--- config.mk ---
export PLATFORM = sky130hd
export DESIGN_NAME = mult_share_ctrl
export DESIGN_NICKNAME = d
export VERILOG_FILES = /design/src/rtl/mult_share_ctrl.sv
export SDC_FILE = /design/constraint.sdc
export NUM_CORES = 1
export LEC_CHECK = 0
export ABC_CLOCK_PERIOD_IN_PS = 3320
export BUFFER_PORTS_ARGS = -buffer_cell sky130_fd_sc_hd__buf_2
export CORE_ASPECT_RATIO = 0.5
export CORE_MARGIN = 2
export CORE_UTILIZATION = 47
export DETAILED_ROUTE_END_ITERATION = 10
export GPL_TIMING_DRIVEN = 1
export PLACE_DENSITY = 0.84
export SLEW_MARGIN = 20
export SYNTH_ARGS = -nofsm -noshare
export SYNTH_HDL_FRONTEND = slang
export SYNTH_SLANG_ARGS = --single-unit
--- constraint.sdc ---
create_clock -name clk -period 3.32 [get_ports clk]
set_input_delay 0.332 -clock clk [delete_from_list [all_inputs] [get_ports clk]]
set_output_delay 0.332 -clock clk [all_outputs]
set_load 0.01 [all_outputs]
--- src/rtl/mult_share_ctrl.sv ---
// mult_share_ctrl
//   Sequencing controller and two-port round-robin arbiter in front of one
//   shared iterative W x W unsigned shift-add multiplier.
//
//   Flow: IDLE grants one requester and latches its operands. LOAD pulses the
//   multiplier reset for one cycle. RUN waits for res_ok, or stops after
//   MAX_CYC cycles because res_ok never rises when opB[W-1] is set. DONE
//   presents the product until the consumer takes it.
//
// Ports
//   clk, reset              clock, synchronous active-high reset
//   req0_valid/_a/_b/_ready requester 0 valid/ready operand port
//   req1_valid/_a/_b/_ready requester 1 valid/ready operand port
//   rsp_valid/_ready        product handshake
//   rsp_id                  requester that owns the product
//   rsp_data                2*W-bit unsigned product
//   mult_reset              reset to the shared multiplier
//   mult_opA, mult_opB      operands held stable for the multiplier
//   mult_res, mult_res_ok   multiplier result (top bit unused) and done flag
//   busy                    controller is not idle
module mult_share_ctrl #(
  parameter int W       = 32,
  parameter int MAX_CYC = 32
) (
  input  logic           clk,
  input  logic           reset,
  input  logic           req0_valid,
  input  logic [W-1:0]   req0_a,
  input  logic [W-1:0]   req0_b,
  output logic           req0_ready,
  input  logic           req1_valid,
  input  logic [W-1:0]   req1_a,
  input  logic [W-1:0]   req1_b,
  output logic           req1_ready,
  output logic           rsp_valid,
  input  logic           rsp_ready,
  output logic           rsp_id,
  output logic [2*W-1:0] rsp_data,
  output logic           mult_reset,
  output logic [W-1:0]   mult_opA,
  output logic [W-1:0]   mult_opB,
  input  logic [2*W:0]   mult_res,
  input  logic           mult_res_ok,
  output logic           busy
);

  localparam int            CW  = $clog2(MAX_CYC + 1);
  localparam logic [CW-1:0] CAP = CW'(MAX_CYC);

  typedef enum logic [1:0] {IDLE, LOAD, RUN, DONE} state_t;

  state_t           state;
  state_t           state_nx;
  logic             rr_ptr;
  logic [CW-1:0]    run_cnt;
  logic [W-1:0]     opA_r;
  logic [W-1:0]     opB_r;
  logic             id_r;
  logic [2*W-1:0]   rsp_data_r;
  logic             rsp_id_r;

  logic             grant0;
  logic             grant1;
  logic             accept;
  logic             run_exit;

  // The multiplier's extra carry bit never carries product information.
  logic             unused_res_msb;
  assign unused_res_msb = mult_res[2*W];

  // Arbitration: a lone requester wins; on contention rr_ptr decides.
  // Suppressed during reset so nothing is accepted while the block clears.
  always_comb begin
    grant0 = 1'b0;
    grant1 = 1'b0;
    if (state == IDLE && !reset) begin
      if (req0_valid && req1_valid) begin
        grant0 = ~rr_ptr;
        grant1 = rr_ptr;
      end else begin
        grant0 = req0_valid;
        grant1 = req1_valid;
      end
    end
  end

  assign accept   = grant0 | grant1;
  assign run_exit = mult_res_ok || (run_cnt == CAP);

  // Next state and outputs
  always_comb begin
    state_nx   = state;
    req0_ready = grant0;
    req1_ready = grant1;
    mult_reset = reset;
    rsp_valid  = 1'b0;
    busy       = (state != IDLE);
    case (state)
      IDLE: if (accept) state_nx = LOAD;
      LOAD: begin
        mult_reset = 1'b1;
        state_nx   = RUN;
      end
      RUN:  if (run_exit) state_nx = DONE;
      DONE: begin
        rsp_valid = 1'b1;
        if (rsp_ready) state_nx = IDLE;
      end
      default: state_nx = IDLE;
    endcase
  end

  assign mult_opA = opA_r;
  assign mult_opB = opB_r;
  assign rsp_data = rsp_data_r;
  assign rsp_id   = rsp_id_r;

  // State and datapath registers
  always_ff @(posedge clk) begin
    if (reset) begin
      state      <= IDLE;
      rr_ptr     <= 1'b0;
      run_cnt    <= '0;
      opA_r      <= '0;
      opB_r      <= '0;
      id_r       <= 1'b0;
      rsp_data_r <= '0;
      rsp_id_r   <= 1'b0;
    end else begin
      state <= state_nx;

      if (accept) begin
        opA_r  <= grant1 ? req1_a : req0_a;
        opB_r  <= grant1 ? req1_b : req0_b;
        id_r   <= grant1;
        rr_ptr <= ~grant1;
      end

      // run_cnt equals the number of steps the multiplier has taken.
      if (state == LOAD) begin
        run_cnt <= '0;
      end else if (state == RUN && !run_exit) begin
        run_cnt <= run_cnt + 1'b1;
      end

      if (state == RUN && run_exit) begin
        rsp_data_r <= mult_res[2*W-1:0];
        rsp_id_r   <= id_r;
      end
    end
  end

endmodule

==> summary.txt, run 1 <==
Routed wire length per instance = 15.7 um
CTS tree = yes
Total GRT Usage = 23.2%
Largest net degree at the start of global routing = 121
Final period utilization = 78.7%
R2R Setup Slk = 1.02 ns
Layout fillers = 942
DRT antenna net count = 0
Die Ht = 82.3 um
Drc violations = 0
Min cycle time layout = 2.61 ns
Startpoint types = register
Max FO, Critical Path = 32
Die footprint = 13200 sq um
Ant. Diodes = 0
Area growth, synth to finish = 39.6%
Fin Setup TNS = 0 ns
CP Class = register to primary output
Ports = 333
Slowest Stage Delay on Critical Path = 0.66 ns
Total routed wirelength = 16500 um
DR top layer = met4
Critical path endpoint = req0_ready
Met2 wire len = 8180 um
PostCTS Resize Cnt = 0
CP startpoint = state[0]$_SDFFE_PP0P_
Yosys cell types = 29
Placer congestion estimate = 0.819
CTS Sinks = 139
Worst-path clk slew = 0.06 ns
Post-synthesis sequential area ratio = 48.2%
Netlist Area Pre-Place = 5770 sq um
CP endpoint kind = primary output
Post-CTS Setup Bufs = 0
Most frequent cells in the layout = buf_2 (330), dfxtp_1 (139), nand2b_1 (133), nor2_1 (72), mux2i_1 (67)
Register bit total from synthesis = 139
Path type of the worst min-delay path = input port to register
Skew final = 0.0129 ns
Starting Density = 48.6%
Max Cap Violations = 0
R2R depth = 7
CP max stage cell = and3_2
Hold-fix buffers at CTS = 0
Seq pwr share = 40.0%
R2r startpoint = state[0]$_SDFFE_PP0P_
Max Slew Vio Count = 0
Status = finished clean
Core Area = 11900 sq um
Die W = 161 um
Sw frac = 29.0%
Total grt overflow = 0
NetSw = 1.44 mW
Detailed Route Iter0 Violations = 555
Leak Pwr = 3.76 nW
Fmax = 382 MHz
CTS Buf Count = 17
First-pass GRT wire length = 24800 um
Layout Nets = 1084
Clock power share = 36.5%
Initial antenna violation count = 0
RSZ-0062 raised after global routing = no
Syn_area_per_cell = 10.1 sq um
Cells after Synth = 571
Util after Layout = 67.8%
Fin. Hold Viols = 0
Commonest non-fill, non-tap cell in the layout = buf_2
CTS root buf = clkbuf_16
Synth warnings = 0
Routed vias/inst = 5.16
Power Density = 617 nW/um^2
Cell Rows = 28
Insertion delay to the later sink of the worst-skew pair = 0.40 ns
Vias = 5437
First-pass DRT Iterations = 9
Worst-Margin Slew = 1.02 ns
CP Data Required Time = 2.99 ns
HPWL Detailed = 11800 um
Syn_nets = 777
Met3 routed WL = 1170 um
Peak supply drop = 0.441 mV
Combinational share of power = 23.6%
Vias in the first global route = 5120
Clock Tree Buf Depth = 2
CP cell instances = inv_1 > ha_1 > nor2b_1 > and3_2 > buf_2
Endpoint arrival time on the critical path = 2.28 ns
Share of cells above drive strength 1 = 41.8%
Power Internal = 3.53 mW
Metal-1 WL = 6760 um
H-tree lvl count = 4
R2r endpoint = mult_opB[26]$_SDFFE_PP0P_
Port bufs = 331
Slew HR = 31.8%
Setup Viol. Count Final = 0
power groups by stage:
| stage | Combinational (mW) | Sequential [mW] | Clock, mW |
|---|---|---|---|
| CTS | 1.18 | 1.98 | 1.85 |
| global placement | 1.15 | 2.01 | 0 |
| detailed placement | 1.18 | 2.02 | 0 |
| finish | 1.17 | 1.99 | 1.81 |
| global route | 1.28 | 2.01 | 1.93 |
| floorplan | 0.641 | 2.10 | 0 |
kinds of logic after synthesis:
kind of cell,count (synthesis),synth area share (%)
buf+inv,56,4.68
mux,67,11.6
xor+xnor,4,0.607
simple gates,224,21.1
fa+ha+maj,7,1.52
flops,139,48.2
compound gates,74,12.2
synth_stat cells:
library cell | n | area (sq um)
a211o_1 | 1 | 8.76
a21oi_1 | 3 | 15.0
a222oi_1 | 64 | 641
a31oi_1 | 2 | 12.5
and2b_1 | 1 | 7.51
and3_1 | 1 | 6.26
and4b_1 | 1 | 10.0
buf_2 | 12 | 60.1
buf_4 | 12 | 90.1
clkbuf_1 | 26 | 97.6
dfxtp_1 | 139 | 2780
ha_1 | 7 | 87.6
inv_1 | 6 | 22.5
mux2i_1 | 67 | 671
nand2_1 | 5 | 18.8
nand2b_1 | 133 | 832
nand3_1 | 1 | 5.00
nand3b_1 | 1 | 7.51
nand4_1 | 1 | 6.26
nor2_1 | 72 | 270
nor2b_1 | 5 | 31.3
nor3_2 | 1 | 10.0
o21a_1 | 1 | 7.51
o21ai_1 | 1 | 5.00
o21bai_1 | 2 | 15.0
or2_1 | 1 | 6.26
or4_1 | 1 | 7.51
xnor2_1 | 1 | 8.76
xor2_1 | 3 | 26.3
layout make-up:
class                   count  area, sq um  share of cell area, %
clock inverters            12          126                   1.57
well taps                 165          206                   2.56
repair buffers            338         1740                   21.6
clock buffers              18          439                   5.45
multi-input cells         376         2740                   34.0
inverters                   6         22.5                  0.280
flip-flops and latches    139         2780                   34.5
state kept, by name, indices dropped and copies added, names as in the netlist:
name,flops
state,2
run_cnt,6
id_r,1
rsp_id,1
rr_ptr,1
mult_opB,32
rsp_data,64
mult_opA,32
worst min path at each step:
stage / start / end / slack (ns) / depth (start not counted)
floorplan: id_r$_SDFFE_PP0P_ / id_r$_SDFFE_PP0P_ / 0.45 / 2
global placement: rsp_data[0]$_SDFFE_PP0P_ / rsp_data[0]$_SDFFE_PP0P_ / 0.45 / 2
detailed placement: rsp_data[42]$_SDFFE_PP0P_ / rsp_data[42]$_SDFFE_PP0P_ / 0.46 / 2
CTS: mult_res[23] / rsp_data[23]$_SDFFE_PP0P_ / 0.17 / 3
global route: mult_res[23] / rsp_data[23]$_SDFFE_PP0P_ / 0.18 / 3
finish: mult_res[5] / rsp_data[5]$_SDFFE_PP0P_ / 0.19 / 3
per-stage QoR:
stage | setup slack [ns] | total power, mW | cells | hold WS [ns] | area, sq um
floorplan | 1.60 | 2.74 | 571 | 0.453 | 5770
global placement | 1.17 | 3.15 | 1024 | 0.454 | 7490
detailed placement | 1.06 | 3.19 | 1024 | 0.460 | 7490
CTS | 0.698 | 5.01 | 1054 | 0.174 | 8060
global route | 0.571 | 5.22 | 1054 | 0.179 | 8060
finish | 0.706 | 4.97 | 1054 | 0.186 | 8060
per-layer routing:
metal / vias up / track usage [%]
met5: - / 0
met3: 32 / 6.09
met4: 0 / 8.65
met1: 2537 / 29.0
met2: 229 / 39.7
li1: 2639 / -
critical path, delay by kind of cell (launching register included):
family / cells / cell delay (ns)
adder cells (fa/ha/maj): 1 / 0.25
AND/OR/NAND/NOR: 2 / 0.94
buffers and inverters: 2 / 0.36
flip-flops: 1 / 0.34
Power figures use the tool's default switching activity.
==> run 2, diff against run 1 <==
--- a/config.mk
+++ b/config.mk
@@ -5,14 +5,15 @@
 export SDC_FILE = /design/constraint.sdc
 export NUM_CORES = 1
 export LEC_CHECK = 0
-export ABC_CLOCK_PERIOD_IN_PS = 3320
+export ABC_AREA = 1
+export ABC_CLOCK_PERIOD_IN_PS = 2300
 export BUFFER_PORTS_ARGS = -buffer_cell sky130_fd_sc_hd__buf_2
 export CORE_ASPECT_RATIO = 0.5
 export CORE_MARGIN = 2
-export CORE_UTILIZATION = 47
+export CORE_UTILIZATION = 40
 export DETAILED_ROUTE_END_ITERATION = 10
 export GPL_TIMING_DRIVEN = 1
-export PLACE_DENSITY = 0.84
+export PLACE_DENSITY = 0.76
 export SLEW_MARGIN = 20
 export SYNTH_ARGS = -nofsm -noshare
 export SYNTH_HDL_FRONTEND = slang
==> constraint.sdc (replaced) <==
create_clock -name clk -period 2.3 [get_ports clk]
set_input_delay 0.23 -clock clk [delete_from_list [all_inputs] [get_ports clk]]
set_output_delay 0.23 -clock clk [all_outputs]
set_load 0.01 [all_outputs]
==> run 2 against run 1 <==
Die area grew 19%. Non-clock buffer count grew 3. Utilization decreased by 11 points. Via count up 18%. Routed wire length is 5.0% higher. Critical endpoint unchanged. Final cell count rose by 30%. First-iteration DRC count is 37% lower.
==> summary.txt, run 2 <==
Max Cap Violations = 0
R2R Setup Slk = 0.34 ns
R2r endpoint = rsp_data[59]$_SDFFE_PP0P_
Vias in the first global route = 6093
Ant. Diodes = 0
CP max stage cell = dfxtp_1
Max Slew Vio Count = 0
Synth area leaders = dfxtp_1 (47%), nand2_1 (14%), nand3_1 (12%)
Endpoint arrival time on the critical path = 1.89 ns
Yosys cell types = 21
Placer congestion estimate = 0.869
Path type of the worst min-delay path = input port to register
Ys flop type = dfxtp_1
Fin. Hold Viols = 0
Post-synth ARST share = 0%
Port bufs = 331
Kind of cell adding the most delay to the critical path = buffers and inverters
Die footprint = 15800 sq um
Peak supply drop = 0.565 mV
CP Data Required Time = 2.07 ns
Hold-fix buffers at CTS = 0
Synth warnings = 0
Post-CTS Setup Bufs = 0
Startpoint types = register
CTS tree = yes
Power Density = 984 nW/um^2
Post-synth EDFFs = 0
Largest net degree at the start of global routing = 78
Post-synthesis sequential area ratio = 47.2%
CP endpoint kind = primary output
DRT antenna net count = 0
Routed vias/inst = 4.70
CTS Buf Count = 17
Area growth, synth to finish = 39.1%
Worst Hold Path EP = rr_ptr$_SDFFE_PP0P_
R2R depth = 8
Die Ht = 89.9 um
Netlist Area Pre-Place = 5900 sq um
HPWL Detailed = 12200 um
Status = finished clean
Core Area = 14400 sq um
Final period utilization = 92.3%
Cells after Synth = 854
RSZ-0062 raised after global routing = no
Slowest Stage Delay on Critical Path = 0.34 ns
Total routed wirelength = 17300 um
Most frequent cells in the layout = buf_2 (331), nand2_1 (212), dfxtp_1 (139), nor2_1 (137), nand3_1 (135)
Syn_area_per_cell = 6.91 sq um
Max reg flops = 64
Setup Viol. Count Final = 0
Syn_nets = 1060
Dpl cells = 1336
Drc violations = 0
Buf+Inv Stages, Crit Path = 3
Routed wire length per instance = 12.7 um
Layout Nets = 1363
Clock Tree Buf Depth = 2
Slew HR = 52.2%
Share of the synthesized area in the top cell type = 47.2%
Vias = 6423
Insertion delay to the later sink of the worst-skew pair = 0.40 ns
Commonest non-fill, non-tap cell in the layout = buf_2
Detailed Route Iter0 Violations = 347
Ports = 333
Max FO, Critical Path = 40
R2r startpoint = run_cnt[0]$_SDFFE_PP0P_
Leak Pwr = 4.59 nW
Worst-path clk slew = 0.06 ns
Post-route cell area = 8210 sq um
Share of cells above drive strength 1 = 32.6%
Cell Rows = 31
Fin Setup TNS = 0 ns
Hold wc startpoint = reset
First-pass DRT Iterations = 5
PostCTS Resize Cnt = 0
Min cycle time layout = 2.12 ns
Most numerous cell in the Yosys netlist = nand2_1
Total GRT Usage = 21.8%
Starting Density = 40.9%
Cells on Worst Hold Path = 2
CTS Sinks = 139
Register bit total from synthesis = 139
First-pass GRT wire length = 28500 um
CP Class = register to primary output
CTS root buf = clkbuf_16
H-tree lvl count = 4
CP startpoint = state[0]$_SDFFE_PP0P_
Skew final = 0.00867 ns
DP Area = 7630 sq um
Total grt overflow = 0
Initial antenna violation count = 0
Worst-Margin Slew = 0.716 ns
CP cell instances = inv_1 > ha_1 > nand3_2 > a21oi_4 > buf_8 > buf_2
Fmax = 471 MHz
Die W = 176 um
Area leader, netlist = dfxtp_1
Final Non-Filler Cells = 1368
Top post-synthesis cells by count = nand2_1 (213), dfxtp_1 (139), nor2_1 (137), nand3_1 (136), inv_1 (79)
## run 2: cell types whose count changed in the layout (fill, tap and decap cells not counted), sizes merged, moves of 3 or more
cell,previous run,this run
inv,6,89
a222oi,64,0
o21ai,1,67
nor2b,5,0
a21oi,3,10
nand2,5,213
clkinv,8,3
nand2b,133,0
nor2,72,137
mux2i,67,0
buf,338,341
nand3,1,137
## run 2: worst register-to-register path: stages, from the launching register on
cell,delay [ns]
dfxtp_1,0.40
inv_1,0.11
ha_1,0.21
nand3_1,0.10
nand2_1,0.07
nand2_2,0.09
buf_4,0.46
o21ai_0,0.33
nor2_1,0.15
## run 2: how the worst max path moves through the flow
stage                     slack, ns  cells after the start                  endpoint
after global placement         0.42                      8  rsp_data[0]$_SDFFE_PP0P_
after detailed placement       0.32                      8  rsp_data[3]$_SDFFE_PP0P_
after CTS                     0.005                      6                req0_ready
final                          0.18                      6                req0_ready
after global routing          0.004                      6                req1_ready
after floorplan                0.82                     10  mult_opB[1]$_SDFFE_PP0P_
## run 2: layer usage
layer | global-route usage, % | vias to the layer above | wire, um
met1 | 25.5 | 2874 | 7180
met2 | 37.9 | 225 | 8440
met3 | 5.88 | 52 | 1130
li1 | - | 3272 | -
met5 | 0 | - | 0
met4 | 9.02 | 0 | 583
## run 2: power breakdown
group          internal [mW]  total (mW)  switching (mW)
Sequential              2.82        3.03           0.205
Combinational          0.951        2.45            1.50
Clock                   1.45        2.60            1.15
Total                   5.22        8.07            2.85
## run 2: stage by stage
stage / worst slack [ns] / util (%) / hold WS (ns) / power (mW)
finish: 0.177 / 56.9 / 0.0417 / 8.07
global route: 0.00392 / 56.9 / 0.0301 / 8.65
CTS: 0.00474 / 56.8 / 0.0272 / 8.16
detailed placement: 0.322 / 52.9 / 0.448 / 5.53
global placement: 0.424 / 52.9 / 0.448 / 5.45
floorplan: 0.824 / - / 0.308 / 4.66
## run 2: final cells by class
class,count,area (sq um)
clock buffers,18,439
fillers,1399,6220
multi-input cells,576,2550
inverters,82,312
flip-flops and latches,139,2780
clock inverters,14,123
repair buffers,341,1760
well taps,198,248
## run 2: logic make-up (layout without fill, tap and decap cells)
family | Yosys count | in the layout | synth area share (%)
XOR/XNOR | 3 | 3 | 0.445
AND/OR/NAND/NOR | 488 | 488 | 34.1
AO/OA/AOI/OAI | 78 | 78 | 6.79
flip-flops | 139 | 139 | 47.2
buffers and inverters | 139 | 455 | 10.1
adder cells (fa/ha/maj) | 7 | 7 | 1.48
